`config.mk`:
```
export PLATFORM = sky130hd
export DESIGN_NAME = uart_rx_deframer_flat
export DESIGN_NICKNAME = d
export VERILOG_FILES = /design/src/rtl/uart_rx_deframer_if.sv /design/src/rtl/uart_rx_deframer.sv /design/src/flat_wrapper.sv
export SDC_FILE = /design/constraint.sdc
export NUM_CORES = 1
export LEC_CHECK = 0
export CAP_MARGIN = 25
export CORE_ASPECT_RATIO = 1.5
export CORE_MARGIN = 2
export CORE_UTILIZATION = 58
export DETAILED_ROUTE_END_ITERATION = 16
export PLACE_DENSITY_LB_ADDON = 0.1
export SETUP_SLACK_MARGIN = 0.2
export SLEW_MARGIN = 30
export SYNTH_ARGS = -nofsm -noshare
export SYNTH_HDL_FRONTEND = slang
export SYNTH_SLANG_ARGS = --single-unit
export TNS_END_PERCENT = 20
```
`constraint.sdc`:
```
create_clock -name clk -period 3.1 [get_ports clk]
set_input_delay 0.62 -clock clk [delete_from_list [all_inputs] [get_ports clk]]
set_output_delay 0.62 -clock clk [all_outputs]
set_load 0.005 [all_outputs]
```
`src/rtl/uart_rx_deframer_if.sv`:
```
// rtl/uart_rx_deframer_if.sv - received-byte holding register hand-off (valid/ready)
`timescale 1ns/1ps

interface uart_rx_deframer_if;
    logic [7:0] rx_data;
    logic       rx_valid;
    logic       rx_ready;

    modport master (
        output rx_data,
        output rx_valid,
        input  rx_ready
    );

    modport slave (
        input  rx_data,
        input  rx_valid,
        output rx_ready
    );
endinterface

```
`src/rtl/uart_rx_deframer.sv`:
```
// rtl/uart_rx_deframer.sv - 8N1 serial receiver with valid/ready byte hand-off
`timescale 1ns/1ps

module uart_rx_deframer #(
    parameter int CLKS_PER_BIT = 100,
    parameter int CNT_W        = 16
) (
    input  logic                   clk,
    input  logic                   rst,
    input  logic                   rxd,
    uart_rx_deframer_if.master     rx,
    output logic                   frame_err,
    output logic                   overrun,
    output logic                   busy
);

    localparam logic [CNT_W-1:0] HALF_M1 = CNT_W'(CLKS_PER_BIT / 2 - 1);
    localparam logic [CNT_W-1:0] BIT_M1  = CNT_W'(CLKS_PER_BIT - 1);

    typedef enum logic [2:0] {
        IDLE,
        START,
        DATA,
        STOP,
        BREAK
    } state_t;

    state_t           state;
    logic             rxd_m;
    logic             rxd_s;
    logic [CNT_W-1:0] cnt;
    logic [2:0]       idx;
    logic [7:0]       shift;

    always_ff @(posedge clk) begin
        if (rst) begin
            state       <= IDLE;
            rxd_m       <= 1'b1;
            rxd_s       <= 1'b1;
            cnt         <= '0;
            idx         <= '0;
            shift       <= '0;
            rx.rx_data  <= 8'h00;
            rx.rx_valid <= 1'b0;
            frame_err   <= 1'b0;
            overrun     <= 1'b0;
            busy        <= 1'b0;
        end else begin
            rxd_m     <= rxd;
            rxd_s     <= rxd_m;
            frame_err <= 1'b0;
            overrun   <= 1'b0;

            if (rx.rx_valid && rx.rx_ready)
                rx.rx_valid <= 1'b0;

            case (state)
                IDLE: begin
                    if (!rxd_s) begin
                        state <= START;
                        cnt   <= '0;
                        busy  <= 1'b1;
                    end
                end

                // Mid-start-bit check rejects short glitches on the idle line.
                START: begin
                    if (cnt == HALF_M1) begin
                        cnt <= '0;
                        idx <= '0;
                        if (rxd_s) begin
                            state <= IDLE;
                            busy  <= 1'b0;
                        end else begin
                            state <= DATA;
                        end
                    end else begin
                        cnt <= cnt + CNT_W'(1);
                    end
                end

                DATA: begin
                    if (cnt == BIT_M1) begin
                        cnt        <= '0;
                        shift[idx] <= rxd_s;
                        if (idx == 3'd7)
                            state <= STOP;
                        else
                            idx <= idx + 3'd1;
                    end else begin
                        cnt <= cnt + CNT_W'(1);
                    end
                end

                // Leaving at mid-stop-bit gives half a bit of slack to re-arm.
                STOP: begin
                    if (cnt == BIT_M1) begin
                        cnt <= '0;
                        if (rxd_s) begin
                            state <= IDLE;
                            busy  <= 1'b0;
                            if (!rx.rx_valid || rx.rx_ready) begin
                                rx.rx_data  <= shift;
                                rx.rx_valid <= 1'b1;
                            end else begin
                                overrun <= 1'b1;
                            end
                        end else begin
                            frame_err <= 1'b1;
                            state     <= BREAK;
                        end
                    end else begin
                        cnt <= cnt + CNT_W'(1);
                    end
                end

                BREAK: begin
                    if (rxd_s) begin
                        state <= IDLE;
                        busy  <= 1'b0;
                    end
                end

                default: begin
                    state <= IDLE;
                    busy  <= 1'b0;
                end
            endcase
        end
    end

endmodule

```
`src/flat_wrapper.sv`:
```
// flat-port wrapper written by rule: the top's interface ports become plain ports
module uart_rx_deframer_flat 
#(
    parameter int CLKS_PER_BIT = 100,
    parameter int CNT_W        = 16
)
  (clk, rst, rxd, frame_err, overrun, busy, rx_rx_data, rx_rx_valid, rx_rx_ready);
  uart_rx_deframer_if rx_i ();
  input  logic clk;
  input  logic rst;
  input  logic rxd;
  output logic frame_err;
  output logic overrun;
  output logic busy;
  output wire logic [$bits(rx_i.rx_data)-1:0] rx_rx_data;
  output wire logic [$bits(rx_i.rx_valid)-1:0] rx_rx_valid;
  input wire logic [$bits(rx_i.rx_ready)-1:0] rx_rx_ready;
  assign rx_rx_data = rx_i.rx_data;
  assign rx_rx_valid = rx_i.rx_valid;
  assign rx_i.rx_ready = rx_rx_ready;
  uart_rx_deframer #(.CLKS_PER_BIT(CLKS_PER_BIT), .CNT_W(CNT_W)) u_core (.clk(clk), .rst(rst), .rxd(rxd), .rx(rx_i), .frame_err(frame_err), .overrun(overrun), .busy(busy));
endmodule
```
=== After elaboration in Yosys (flattened, before gate mapping) ===
Index checks and enable logic that the tools add are counted.

* Add/subtract/negate cells: 2
* Order comparisons: 2
* Eq/ne operators: 14
* Multiplexer cells: 32
* Bitwise operators: 4
* Reduce and logical (&&, ||, !) cells: 16

{| class="wikitable"
|+ Operators by type and width
! kind !! number
|-
| $mux 16 || 3
|-
| $pmux 16 s3 || 1
|-
| $mux 3 || 10
|-
| $add 16x1->16 const B || 1
|-
| $eq 16x6->1 const B || 1
|-
| $eq 16x7->1 const B || 1
|-
| $pmux 3 s5 || 1
|-
| $mux 1 || 12
|-
| $reduce_and 4->1 || 3
|-
| $ne 2x1->1 const B || 5
|-
| $bwmux 8 || 1
|-
| $eq 3x2->1 const B || 2
|-
| $eq 3x3->1 const B || 2
|-
| $pmux 3 s2 || 1
|-
| $reduce_and 6->1 || 1
|-
| $pmux 1 s5 || 1
|-
| $lt 3x4->1 const B || 1
|-
| $ne 2x2->1 const B || 2
|-
| $not 1->1 || 4
|-
| $reduce_and 2->1 || 2
|-
| $reduce_or 4->1 || 1
|-
| $add 3x1->3 const B || 1
|-
| $demux 1 s3 || 1
|-
| $eq 3x1->1 const B || 1
|-
| 10 further kinds || 11
|}

* Register bits: 44
* Input port bits: 4
* Output and inout port bits: 12
* Logic and storage cells: 81

=== Logic depth before layout (Yosys ltp) ===
* Word-level depth: 6
* Gate-level depth with buffers: 8
* Depth with buffers taken out: 7

=== Least setup slack after synthesis ===
OpenSTA, ideal clock, no wires.

* Path type: flip-flop to flip-flop
* Start: register u_core.cnt[8]
* End: register u_core.idx[0]
* Library setup time: 0.123 ns
* Data arrival time: 2.069 ns
* Required time: 2.977 ns
* Setup slack: 0.907 ns
* Stages on the path, launching flop included: 7
* Buffers on the path: 1
* Clock period less this slack: 2.193 ns
* Cells stage by stage: dfxtp_1 buf_2 or4_4 nor4_4 a22oi_2 nor3_4 mux2_1

* Longest elaborated chain between the ends: 3

{| class="wikitable"
|+ RTL lines
! item !! RTL line !! text
|-
| start, declared || uart_rx_deframer.sv:31 || <nowiki>logic [CNT_W-1:0] cnt;</nowiki>
|-
| start signal, assigned || uart_rx_deframer.sv:78 || <nowiki>cnt <= cnt + CNT_W'(1);</nowiki>
|-
| start signal, assigned || uart_rx_deframer.sv:91 || <nowiki>cnt <= cnt + CNT_W'(1);</nowiki>
|-
| start signal, assigned || uart_rx_deframer.sv:113 || <nowiki>cnt <= cnt + CNT_W'(1);</nowiki>
|-
| $eq 16x7->1 / $eq 16x6->1 (equally long branches) || uart_rx_deframer.sv:83, uart_rx_deframer.sv:68 ||
|-
| $ne 2x1->1 (no source line) || n/a ||
|-
| $reduce_and 4->1 (no source line) (*) || n/a ||
|-
| end signal, assigned || uart_rx_deframer.sv:89 || <nowiki>idx <= idx + 3'd1;</nowiki>
|-
| end, declared || uart_rx_deframer.sv:32 || <nowiki>logic [2:0] idx;</nowiki>
|}

Every way passes the cells marked *; elsewhere a longest branch is shown, timed or not.
A chain may end at the register's enable or synchronous reset.

=== Worst setup path in the final report ===
* Start: register u_core.cnt[8]
* End: register u_core.rx.rx_data[7]

* Longest elaborated chain between the ends: 2

{| class="wikitable"
|+ RTL lines
! item !! RTL line !! text
|-
| $eq 16x7->1 || uart_rx_deframer.sv:97 || <nowiki>if (cnt == BIT_M1) begin</nowiki>
|-
| $reduce_and 4->1 (no source line) || n/a ||
|-
| end signal, assigned || uart_rx_deframer.sv:103 || <nowiki>rx.rx_data <= shift;</nowiki>
|-
| end, declared || uart_rx_deframer_if.sv:10 || <nowiki>output rx_data,</nowiki>
|}

No other way between the ends.

==> results.toml <==
[status]
outcome = "completed"

[critical_path]
r2r-start = "u_core.cnt[8]$_SDFFE_PP0P_"
critical_path_required_ns = 3.28
cp_num_buf_inv = 1
critPathLaunch = "u_core.cnt[8]$_SDFFE_PP0P_"
cp.arrival_ns = 2.53
worstPathCellList = "or4_4, nor4_4, buf_4, and4_1, mux2i_1, nor2_1"
critical-path-slowest-cell = "or4_4"
rrSetupSlack_ns = 0.75
crit_type = "reg -> reg"
crit_end = "u_core.rx.rx_data[7]$_SDFFE_PP0P_"
critPathTopFamily = "simple AND/OR/NAND/NOR gates"
cp-end-kind = "flop"
slowest_delay_ns = 0.59
cp.depth = 6
worstPathMaxFanout = 9
reg2reg_depth = 6
worstReg2RegEnd = "u_core.rx.rx_data[7]$_SDFFE_PP0P_"
start_kind = "flop"

[final_layout]
multi_input_area_mm2 = 0.00127
post-route-cell-area_mm2 = 0.00249
stdcell_count = 308
fillerInstances = 321
area_delta_synth_final_pct = 11.8
num_antenna_cells = 0
drive_above_1_share = 0.0830
fin_util = 0.675
nNetsFinal = 273
register_area_um2 = 881

[sta]
rsz0062_at_grt = "no"
max_freq_mhz = 425
fin_crit_ns = 2.35
holdWs_ns = 0.413
slew_headroom = 0.516
hold_violations = 0
worst_pin_slew_ns = 0.721
fin_setup_tns_ns = 0
fin_crit_sh = 0.759
setup_violations = 0
fin_skew_ns = 0.00261
drv_slew = 0

[global_routing]
antenna_found_initial = 0
grt_usage = 0.222
grt_max_degree = 25
overflow = 0
grt_pass1_wl_mm = 7.19
grt_pass1_vias = 1684

[routing]
via_count = 1804
wl_mm = 4.24
vias_per_cell = 5.86
wl_met1_mm = 1.88
met2WireLength_mm = 2.14
avgRoutedWirePerCell_um = 13.8
route.detailed.drc = 0
route.met3.wl_um = 95
drt.antenna.violating_nets = 0
highest_layer = "met4"
drtIter0Drc = 23
first_pass_iters = 5

[synthesis]
synth_edf_count = 0
syn_inst = 251
ys.flop_type = "dfxtp_1"
avgSynthCellArea_um2 = 8.86
async_flop_share = 0
syn_area_mm2 = 0.00222
syn_nets = 259
ys_warn_count = 0
postSynthRegisterBits = 44
synth_cell_types = 51
ys_seq_area_frac = 0.396

[pwr]
max-vdd-ir-drop_v = 0.000292
powerDensity_mw_per_mm2 = 391
p_leak_nw = 0.868

[clocking]
clockBufferDepth = 2
htreeDepth = 2
clk_pin_slew_ns = 0.08
cts_setup_buffers = 0
postCtsResizedCells = 0
cts_hold_buf = 0
clock_latency_ns = 0.29
cts.sinks = 44
cts-root-buf = "clkbuf_8"
cts_buffers = 5
cts_tree = "built"

[placement]
gp_congestion = 0.774
place_hpwl_mm = 3.04
portBuffers = 15
dp.cells = 301
dpl_cell_area_mm2 = 0.00241

[job]
cap_viol_max_count = 0

[worst_hold_path]
holdCritPathClass = "reg -> reg"

[floorplan]
fp.dieH_um = 79.8
start_util = 0.604
die-area_mm2 = 0.00436
die_w_um = 54.6
io-pin-count = 16
rows = 27
fp.coreArea_mm2 = 0.00368
==> power breakdown <==
group          switching [mW]  internal (mW)
clock                   0.179          0.153
combinational          0.0349         0.0269
sequential            0.00886          0.570
total                   0.223          0.750
==> synth_stat cells (all sizes together) (2+ instances only) <==
| master | n | area share |
|---|---|---|
| or4 | 4 | 0.015 |
| nand3 | 10 | 0.023 |
| a22oi | 2 | 0.0090 |
| nor2 | 29 | 0.049 |
| o21ai | 7 | 0.016 |
| a21o | 2 | 0.0068 |
| a31oi | 6 | 0.017 |
| o31ai | 2 | 0.0068 |
| nor2b | 4 | 0.011 |
| or3 | 2 | 0.0056 |
| mux2i | 23 | 0.10 |
| nand2 | 13 | 0.022 |
| nand4b | 7 | 0.028 |
| a221oi | 2 | 0.0079 |
| inv | 5 | 0.0084 |
| dfxtp | 44 | 0.40 |
| nand4 | 5 | 0.014 |
| and3 | 3 | 0.0084 |
| nand3b | 3 | 0.010 |
| or2b | 2 | 0.0068 |
| a21oi | 14 | 0.032 |
| nand2b | 10 | 0.028 |
| o22ai | 2 | 0.0056 |
| ha | 4 | 0.023 |
| nor3 | 8 | 0.023 |
| buf | 7 | 0.019 |
| or2 | 4 | 0.011 |
| xnor2 | 3 | 0.012 |
| and2 | 2 | 0.0056 |
| clkbuf | 6 | 0.010 |
| nor4 | 4 | 0.021 |
==> layout by cell type, fill, tap and decap left out, types with 3 or more instances in the layout <==
cell	n
nand2_1	13
a31oi_1	6
nand2b_1	10
clkbuf_8	5
mux2i_1	23
nand3b_1	3
ha_1	4
xnor2_1	3
or4_1	3
inv_1	5
or2_2	4
nor2b_1	4
clkdlybuf4s50_1	15
nand4b_1	7
nand4_1	5
buf_4	5
nand3_1	10
dfxtp_1	44
o21ai_0	7
nor2_1	29
nor3_1	7
a21oi_1	14
and3_1	3
==> stage by stage <==
step,setup WS (ns),power [mW]
final,0.747,0.973
after global routing,0.545,1.02
after CTS,0.715,0.989
after detailed placement,0.729,0.654
after global placement,0.745,0.654
after floorplan,0.907,0.636
==> sequential cells by signal (all words and copies together) (netlist names) <==
name / cells
u_core.rx.rx_data: 8
u_core.shift: 8
u_core.idx: 3
u_core.cnt: 16
u_core.overrun: 1
u_core.rxd_s: 1
u_core.busy: 1
u_core.rxd_m: 1
u_core.state: 3
u_core.rx.rx_valid: 1
u_core.frame_err: 1
==> metal layers <==
layer | up-vias | GRT usage
li1 | 942 | -
met1 | 822 | 0.258
met2 | 25 | 0.370
met3 | 15 | 0.0468
met4 | 0 | 0.113
met5 | - | 0
==> area by class of cell <==
cell class                 instances  share of cell area
multi-input combinational        189               0.510
timing repair buffer              20              0.0755
tap                               43              0.0216
clock buffer                       6              0.0292
inverter                           5             0.00755
sequential                        44               0.354
clock inverter                     1             0.00201
==> cells by family (layout without fill, tap and decap cells) <==
| group | after synthesis | count (layout) | share of synthesized area |
|---|---|---|---|
| buf+inv | 18 | 32 | 0.0371 |
| compound gates | 44 | 44 | 0.127 |
| xor+xnor | 3 | 3 | 0.0118 |
| fa+ha+maj | 4 | 4 | 0.0225 |
| mux | 24 | 24 | 0.109 |
| flops | 44 | 44 | 0.396 |
| simple gates | 114 | 114 | 0.297 |
==> how the worst min path moves through the flow <==
stage,start,endpoint,slack [ns],cells past startpoint
after global routing,u_core.rxd_m$_SDFF_PP1_,u_core.rxd_s$_SDFF_PP1_,0.45,1
after detailed placement,u_core.rxd_m$_SDFF_PP1_,u_core.rxd_s$_SDFF_PP1_,0.40,1
after floorplan,u_core.rxd_m$_SDFF_PP1_,u_core.rxd_s$_SDFF_PP1_,0.39,1
after global placement,u_core.rxd_m$_SDFF_PP1_,u_core.rxd_s$_SDFF_PP1_,0.39,1
final,u_core.rxd_m$_SDFF_PP1_,u_core.rxd_s$_SDFF_PP1_,0.41,1
after CTS,u_core.rxd_m$_SDFF_PP1_,u_core.rxd_s$_SDFF_PP1_,0.42,1
No activity file was read; power rests on OpenSTA's default activity.
